### config.mk
export PLATFORM = sky130hd
export DESIGN_NAME = quadrature_step_decoder
export DESIGN_NICKNAME = d
export VERILOG_FILES = /design/src/rtl/quadrature_step_decoder_pkg.sv /design/src/rtl/quadrature_step_decoder_glitch_filter.sv /design/src/rtl/quadrature_step_decoder.sv
export SDC_FILE = /design/constraint.sdc
export NUM_CORES = 1
export LEC_CHECK = 0
export CORE_ASPECT_RATIO = 1.2
export CORE_MARGIN = 2
export CORE_UTILIZATION = 38
export DETAILED_ROUTE_END_ITERATION = 10
export PLACE_DENSITY_LB_ADDON = 0.08
export SLEW_MARGIN = 20
export SYNTH_ARGS = -nofsm -noshare
export SYNTH_HDL_FRONTEND = slang
export SYNTH_SLANG_ARGS = --single-unit
### constraint.sdc
create_clock -name clk -period 1.6 [get_ports clk]
set_input_delay 0.32 -clock clk [delete_from_list [all_inputs] [get_ports clk]]
set_output_delay 0.32 -clock clk [all_outputs]
set_load 0.05 [all_outputs]
### src/rtl/quadrature_step_decoder_pkg.sv
// Shared types and helpers for the quadrature step decoder.
// Phases are written AB with channel A in bit 1; forward order is 00 -> 10 -> 11 -> 01 -> 00.
package quad_decoder_pkg;

  typedef enum logic {
    ST_PRIME = 1'b0,
    ST_RUN   = 1'b1
  } state_t;

  localparam logic [1:0] PH_00 = 2'b00;
  localparam logic [1:0] PH_10 = 2'b10;
  localparam logic [1:0] PH_11 = 2'b11;
  localparam logic [1:0] PH_01 = 2'b01;

  function automatic logic [1:0] fwd_next(input logic [1:0] ph);
    logic [1:0] nxt;
    case (ph)
      PH_00:   nxt = PH_10;
      PH_10:   nxt = PH_11;
      PH_11:   nxt = PH_01;
      default: nxt = PH_00;
    endcase
    return nxt;
  endfunction

  function automatic logic is_fwd(input logic [1:0] prev, input logic [1:0] cur);
    return (cur == fwd_next(prev));
  endfunction

  function automatic logic is_rev(input logic [1:0] prev, input logic [1:0] cur);
    return (prev == fwd_next(cur));
  endfunction

endpackage

### src/rtl/quadrature_step_decoder_glitch_filter.sv
// One encoder channel: synchroniser chain followed by a persistence filter.
// dout_sync exposes the raw synchronised level for the bypass load at the end of priming.
module glitch_filter #(
  parameter int SYNC_STAGES = 2,
  parameter int FILTER_LEN  = 3
) (
  input  logic clk,
  input  logic rst,
  input  logic din_async,
  input  logic load,
  output logic dout,
  output logic dout_sync
);

  localparam int CW = $clog2(FILTER_LEN + 1);

  logic [SYNC_STAGES-1:0] sync_q, sync_d;
  logic [CW-1:0]          cnt_q, cnt_d;
  logic                   filt_q, filt_d;
  logic                   synced;

  assign synced = sync_q[SYNC_STAGES-1];

  always_comb begin
    sync_d = {sync_q[SYNC_STAGES-2:0], din_async};
    filt_d = filt_q;
    cnt_d  = '0;
    if (load) begin
      filt_d = synced;
    end else if (synced != filt_q) begin
      // The FILTER_LEN-th consecutive mismatch is the accepting cycle.
      if (cnt_q == CW'(FILTER_LEN - 1)) filt_d = synced;
      else                              cnt_d  = cnt_q + CW'(1);
    end
  end

  always_ff @(posedge clk) begin
    if (rst) begin
      sync_q <= '0;
      cnt_q  <= '0;
      filt_q <= 1'b0;
    end else begin
      sync_q <= sync_d;
      cnt_q  <= cnt_d;
      filt_q <= filt_d;
    end
  end

  assign dout      = filt_q;
  assign dout_sync = synced;

endmodule

### src/rtl/quadrature_step_decoder.sv
// Quadrature A/B to step/dir converter with illegal-transition flag.
// States: ST_PRIME | waiting for sync+filter pipeline to fill; ST_RUN | decoding filtered AB each cycle
module quadrature_step_decoder
  import quad_decoder_pkg::*;
#(
  parameter int SYNC_STAGES = 2,
  parameter int FILTER_LEN  = 3
) (
  input  logic clk,
  input  logic rst,
  input  logic en,
  input  logic quad_a,
  input  logic quad_b,
  output logic step,
  output logic dir,
  output logic err,
  output logic primed
);

  localparam int PRIME_CYC = SYNC_STAGES + FILTER_LEN;
  localparam int PW        = $clog2(PRIME_CYC + 1);

  state_t          state_q, state_d;
  logic [PW-1:0]   pcnt_q, pcnt_d;
  logic [1:0]      prev_q, prev_d;
  logic            step_q, step_d;
  logic            err_q, err_d;
  logic            dir_q, dir_d;
  logic            primed_q, primed_d;
  logic            load;
  logic            filt_a, filt_b, sync_a, sync_b;
  logic [1:0]      cur_ab, sync_ab;

  glitch_filter #(.SYNC_STAGES(SYNC_STAGES), .FILTER_LEN(FILTER_LEN)) u_filt_a (
    .clk       (clk),
    .rst       (rst),
    .din_async (quad_a),
    .load      (load),
    .dout      (filt_a),
    .dout_sync (sync_a)
  );

  glitch_filter #(.SYNC_STAGES(SYNC_STAGES), .FILTER_LEN(FILTER_LEN)) u_filt_b (
    .clk       (clk),
    .rst       (rst),
    .din_async (quad_b),
    .load      (load),
    .dout      (filt_b),
    .dout_sync (sync_b)
  );

  assign cur_ab  = {filt_a, filt_b};
  assign sync_ab = {sync_a, sync_b};

  always_comb begin
    state_d  = state_q;
    pcnt_d   = pcnt_q;
    prev_d   = prev_q;
    step_d   = 1'b0;
    err_d    = 1'b0;
    dir_d    = dir_q;
    primed_d = primed_q;
    load     = 1'b0;
    case (state_q)
      ST_PRIME: begin
        if (pcnt_q == PW'(PRIME_CYC - 1)) begin
          // Filters and prev start from the same synced value, so RUN opens with no change.
          load     = 1'b1;
          prev_d   = sync_ab;
          primed_d = 1'b1;
          pcnt_d   = '0;
          state_d  = ST_RUN;
        end else begin
          pcnt_d = pcnt_q + PW'(1);
        end
      end
      ST_RUN: begin
        prev_d = cur_ab;
        if (is_fwd(prev_q, cur_ab)) begin
          step_d = en;
          dir_d  = 1'b1;
        end else if (is_rev(prev_q, cur_ab)) begin
          step_d = en;
          dir_d  = 1'b0;
        end else if ((prev_q ^ cur_ab) == 2'b11) begin
          err_d = en;
        end
      end
      default: state_d = ST_PRIME;
    endcase
  end

  always_ff @(posedge clk) begin
    if (rst) begin
      state_q  <= ST_PRIME;
      pcnt_q   <= '0;
      prev_q   <= PH_00;
      step_q   <= 1'b0;
      err_q    <= 1'b0;
      dir_q    <= 1'b1;
      primed_q <= 1'b0;
    end else begin
      state_q  <= state_d;
      pcnt_q   <= pcnt_d;
      prev_q   <= prev_d;
      step_q   <= step_d;
      err_q    <= err_d;
      dir_q    <= dir_d;
      primed_q <= primed_d;
    end
  end

  assign step   = step_q;
  assign err    = err_q;
  assign dir    = dir_q;
  assign primed = primed_q;

endmodule

==> metrics.md <==
| Metric | Value |
|---|---|
| Outcome | `finished clean` |
| CTS tree | `done` |
| Root Driver | `clkbuf_4` |
| Power, Total | `1.12 mW` |
| Layout area overhead | `18.0%` |
| Share of layout cells above drive strength 1 | `14.7%` |
| CTS max path bufs | `2` |
| Slew margin rel. | `76.7%` |
| TritonRoute pass-1 iters | `4` |
| Reg2Reg Depth | `5` |
| Synth Flop Type | `dfxtp_1` |
| DRC viols | `0` |
| Top post-synthesis cells by area | `dfxtp_1, nor2b_1, xnor2_1` |
| Number of global-route vias before repair | `567` |
| Seq/Total Area, Yosys | `46.1%` |
| Reg-to-Reg End | `u_filt_a.cnt_q[0]$_SDFF_PP0_` |
| Hold Vio Cnt, Final | `0` |
| DR iter-0 viols | `3` |
| Ports | `9` |
| Hold_ws | `0.458 ns` |
| Detailed Place HPWL | `966 microns` |
| Final instance area | `1020 sq um` |
| Dpl ws | `0.146 ns` |
| Synth area leader | `dfxtp_1` |
| Critical path launch point type | `register` |
| Synth warnings | `0` |
| Fin nets | `105` |
| Final setup fails | `0` |
| Multi-input gate area | `418 sq um` |
| # port buffers | `8` |
| Power per standard cell area | `1100 nW/um^2` |
| Die Y | `56.4 microns` |
| WS Path Type | `reg -> reg` |
| DR vias | `581` |
| Non-filler instance count after layout | `125` |
| DIE AREA | `2680 sq um` |
| # placed instances | `121` |
| Synth unique cells | `24` |
| Worst-path clk slew | `0.12 ns` |
| VDD IR max | `0.000518 V` |
| Most common cell in the synthesized netlist | `dfxtp_1` |
| Syn Area/Cell | `10.2 sq um` |
| Placed Area | `972 sq um` |
| Worst Setup End Kind | `register` |
| Period utilization | `91.3%` |
| Cells after synthesis | `85` |
| Filler cells | `213` |
| # resized after CTS | `0` |
| F_max | `684 MHz` |
| Clock latency on the worst-skew pair | `0.29 ns` |
| First-pass GRT wire length | `2240 microns` |
| Final Critical Period | `1.46 ns` |
| Hold path cells | `1` |
| WL/cell | `10.4 microns` |
| GRT overflow | `0` |
| Synthesized area | `868 sq um` |
| Antenna Nets Post-Route | `0` |
| GRT Total Usage | `11.5%` |
| Tightest Hold Check Type | `reg -> reg` |
| Max-slew violation count | `0` |
| Row count | `18` |
| Post-synth EDFFs | `0` |
| Worst path required time | `1.85 ns` |
| Synth top area share | `46.1%` |
| Hold_buf cts | `0` |
| Synthesized flop and latch total | `20` |
| Chip Width | `47.6 microns` |
| Hold endpoint | `u_filt_b.sync_q[1]$_SDFF_PP0_` |
| Asr flop ratio synth | `0%` |
| Routability Congestion | `0.709` |
| Reg-to-Reg Start | `pcnt_q[0]$_SDFFE_PP0N_` |
| Measured slew at the worst slew-check pin | `0.350 ns` |
| Reg2Reg Setup Slack | `0.14 ns` |
| Clock Skew | `0.00207 ns` |
| WP data arrival | `1.71 ns` |
| Post-CTS setup buffers | `0` |
| Clk sink count | `20` |
| Maxcap violations | `0` |
| ANT cells | `0` |
| Setup TNS | `0 ns` |
| Syn_nets | `94` |
| Starting density of the core | `41.0%` |
| Hold Startpoint | `u_filt_b.sync_q[0]$_SDFF_PP0_` |
| Crit-path max FO | `7` |
| Post-route setup slack | `0.139 ns` |
| Commonest cells in the netlist | `dfxtp_1, nor2b_1, xnor2_1` |
| Leak | `0.393 nW` |
| Largest net degree at the start of global routing | `18` |
| Final WL | `1300 microns` |
| Antenna violations before repair | `0` |
| RSZ-0062 raised after global routing | `false` |
| FF+latch area | `400 sq um` |
| Area of the core | `2120 sq um` |
| TritonCTS Buffers | `3` |
| Number of vias per cell | `4.65` |
| H-tree depth | `1` |
| Finished Core Util | `48.4%` |
==> power by group <==
group | total (mW) | switching, mW | internal (mW)
Sequential | 0.555 | 0.0264 | 0.528
Clock | 0.410 | 0.157 | 0.253
Combinational | 0.160 | 0.0823 | 0.0776
Total | 1.12 | 0.265 | 0.859
==> worst max path at each step <==
stage,startpoint,endpoint,slack [ns]
2_1_floorplan,pcnt_q[0]$_SDFFE_PP0N_,u_filt_b.cnt_q[1]$_SDFF_PP0_,0.27
3_3_place_gp,rst,u_filt_a.cnt_q[0]$_SDFF_PP0_,0.21
3_5_place_dp,pcnt_q[0]$_SDFFE_PP0N_,u_filt_b.cnt_q[1]$_SDFF_PP0_,0.15
4_1_cts,pcnt_q[0]$_SDFFE_PP0N_,u_filt_b.cnt_q[1]$_SDFF_PP0_,0.12
5_1_grt,pcnt_q[0]$_SDFFE_PP0N_,u_filt_a.cnt_q[1]$_SDFF_PP0_,0.04
6_report,pcnt_q[0]$_SDFFE_PP0N_,u_filt_a.cnt_q[0]$_SDFF_PP0_,0.14
==> sequential cells by signal, indices dropped and copies added (netlist names) <==
register	cells
u_filt_b.dout	1
pcnt_q	3
err	1
prev_q	2
u_filt_b.cnt_q	2
state_q	1
step	1
u_filt_a.sync_q	2
primed	1
u_filt_b.sync_q	2
u_filt_a.cnt_q	2
u_filt_a.dout	1
dir	1
==> cell usage in the layout, fill, tap and decap left out, types with 2 or more instances in the layout <==
| master | n |
|---|---|
| dfxtp_1 | 20 |
| nor2b_1 | 10 |
| xnor2_1 | 7 |
| inv_1 | 5 |
| nor2_1 | 5 |
| buf_4 | 5 |
| nand3b_1 | 4 |
| a21oi_1 | 4 |
| nor3_1 | 4 |
| ha_1 | 4 |
| clkdlybuf4s50_1 | 4 |
| a211oi_1 | 3 |
| clkbuf_4 | 3 |
| nor4_4 | 2 |
| o21ai_0 | 2 |
| and2_1 | 2 |
| and3_2 | 2 |
==> area by class of cell <==
| type | count | share of cell area [%] |
|---|---|---|
| clock inverter | 1 | 2.93 |
| clock buffer | 3 | 2.20 |
| tap | 30 | 3.66 |
| inverter | 5 | 1.83 |
| sequential | 20 | 39.1 |
| timing repair buffer | 10 | 9.52 |
| multi-input combinational | 56 | 40.8 |
==> cell families (layout without fill, tap and decap cells) <==
family | Yosys count | count (layout) | share of synthesized area, %
adders and majority gates | 4 | 4 | 5.76
xor gates and xnor gates | 8 | 8 | 8.07
buffers and inverters | 9 | 19 | 5.76
and+or+nand+nor | 32 | 32 | 25.5
DFF | 20 | 20 | 46.1
AOI/OAI and AO/OA | 11 | 11 | 7.64
muxes | 1 | 1 | 1.15
==> critical path, cell delays in order, from the launching register on <==
cell	delay (ns)
dfxtp_1	0.39
inv_1	0.06
ha_1	0.27
and3b_1	0.31
nor4_4	0.25
and2_1	0.15
==> layer usage <==
metal  up-vias  global-route usage [%]  share of wire (%)
li1        306                       -                  -
met5         -                       0                  0
met1       267                    13.5                 47
met3         2                    2.89                3.2
met2         6                    18.3                 48
met4         0                    5.79                1.5
Note: power is estimated with default switching activity, not from simulation.
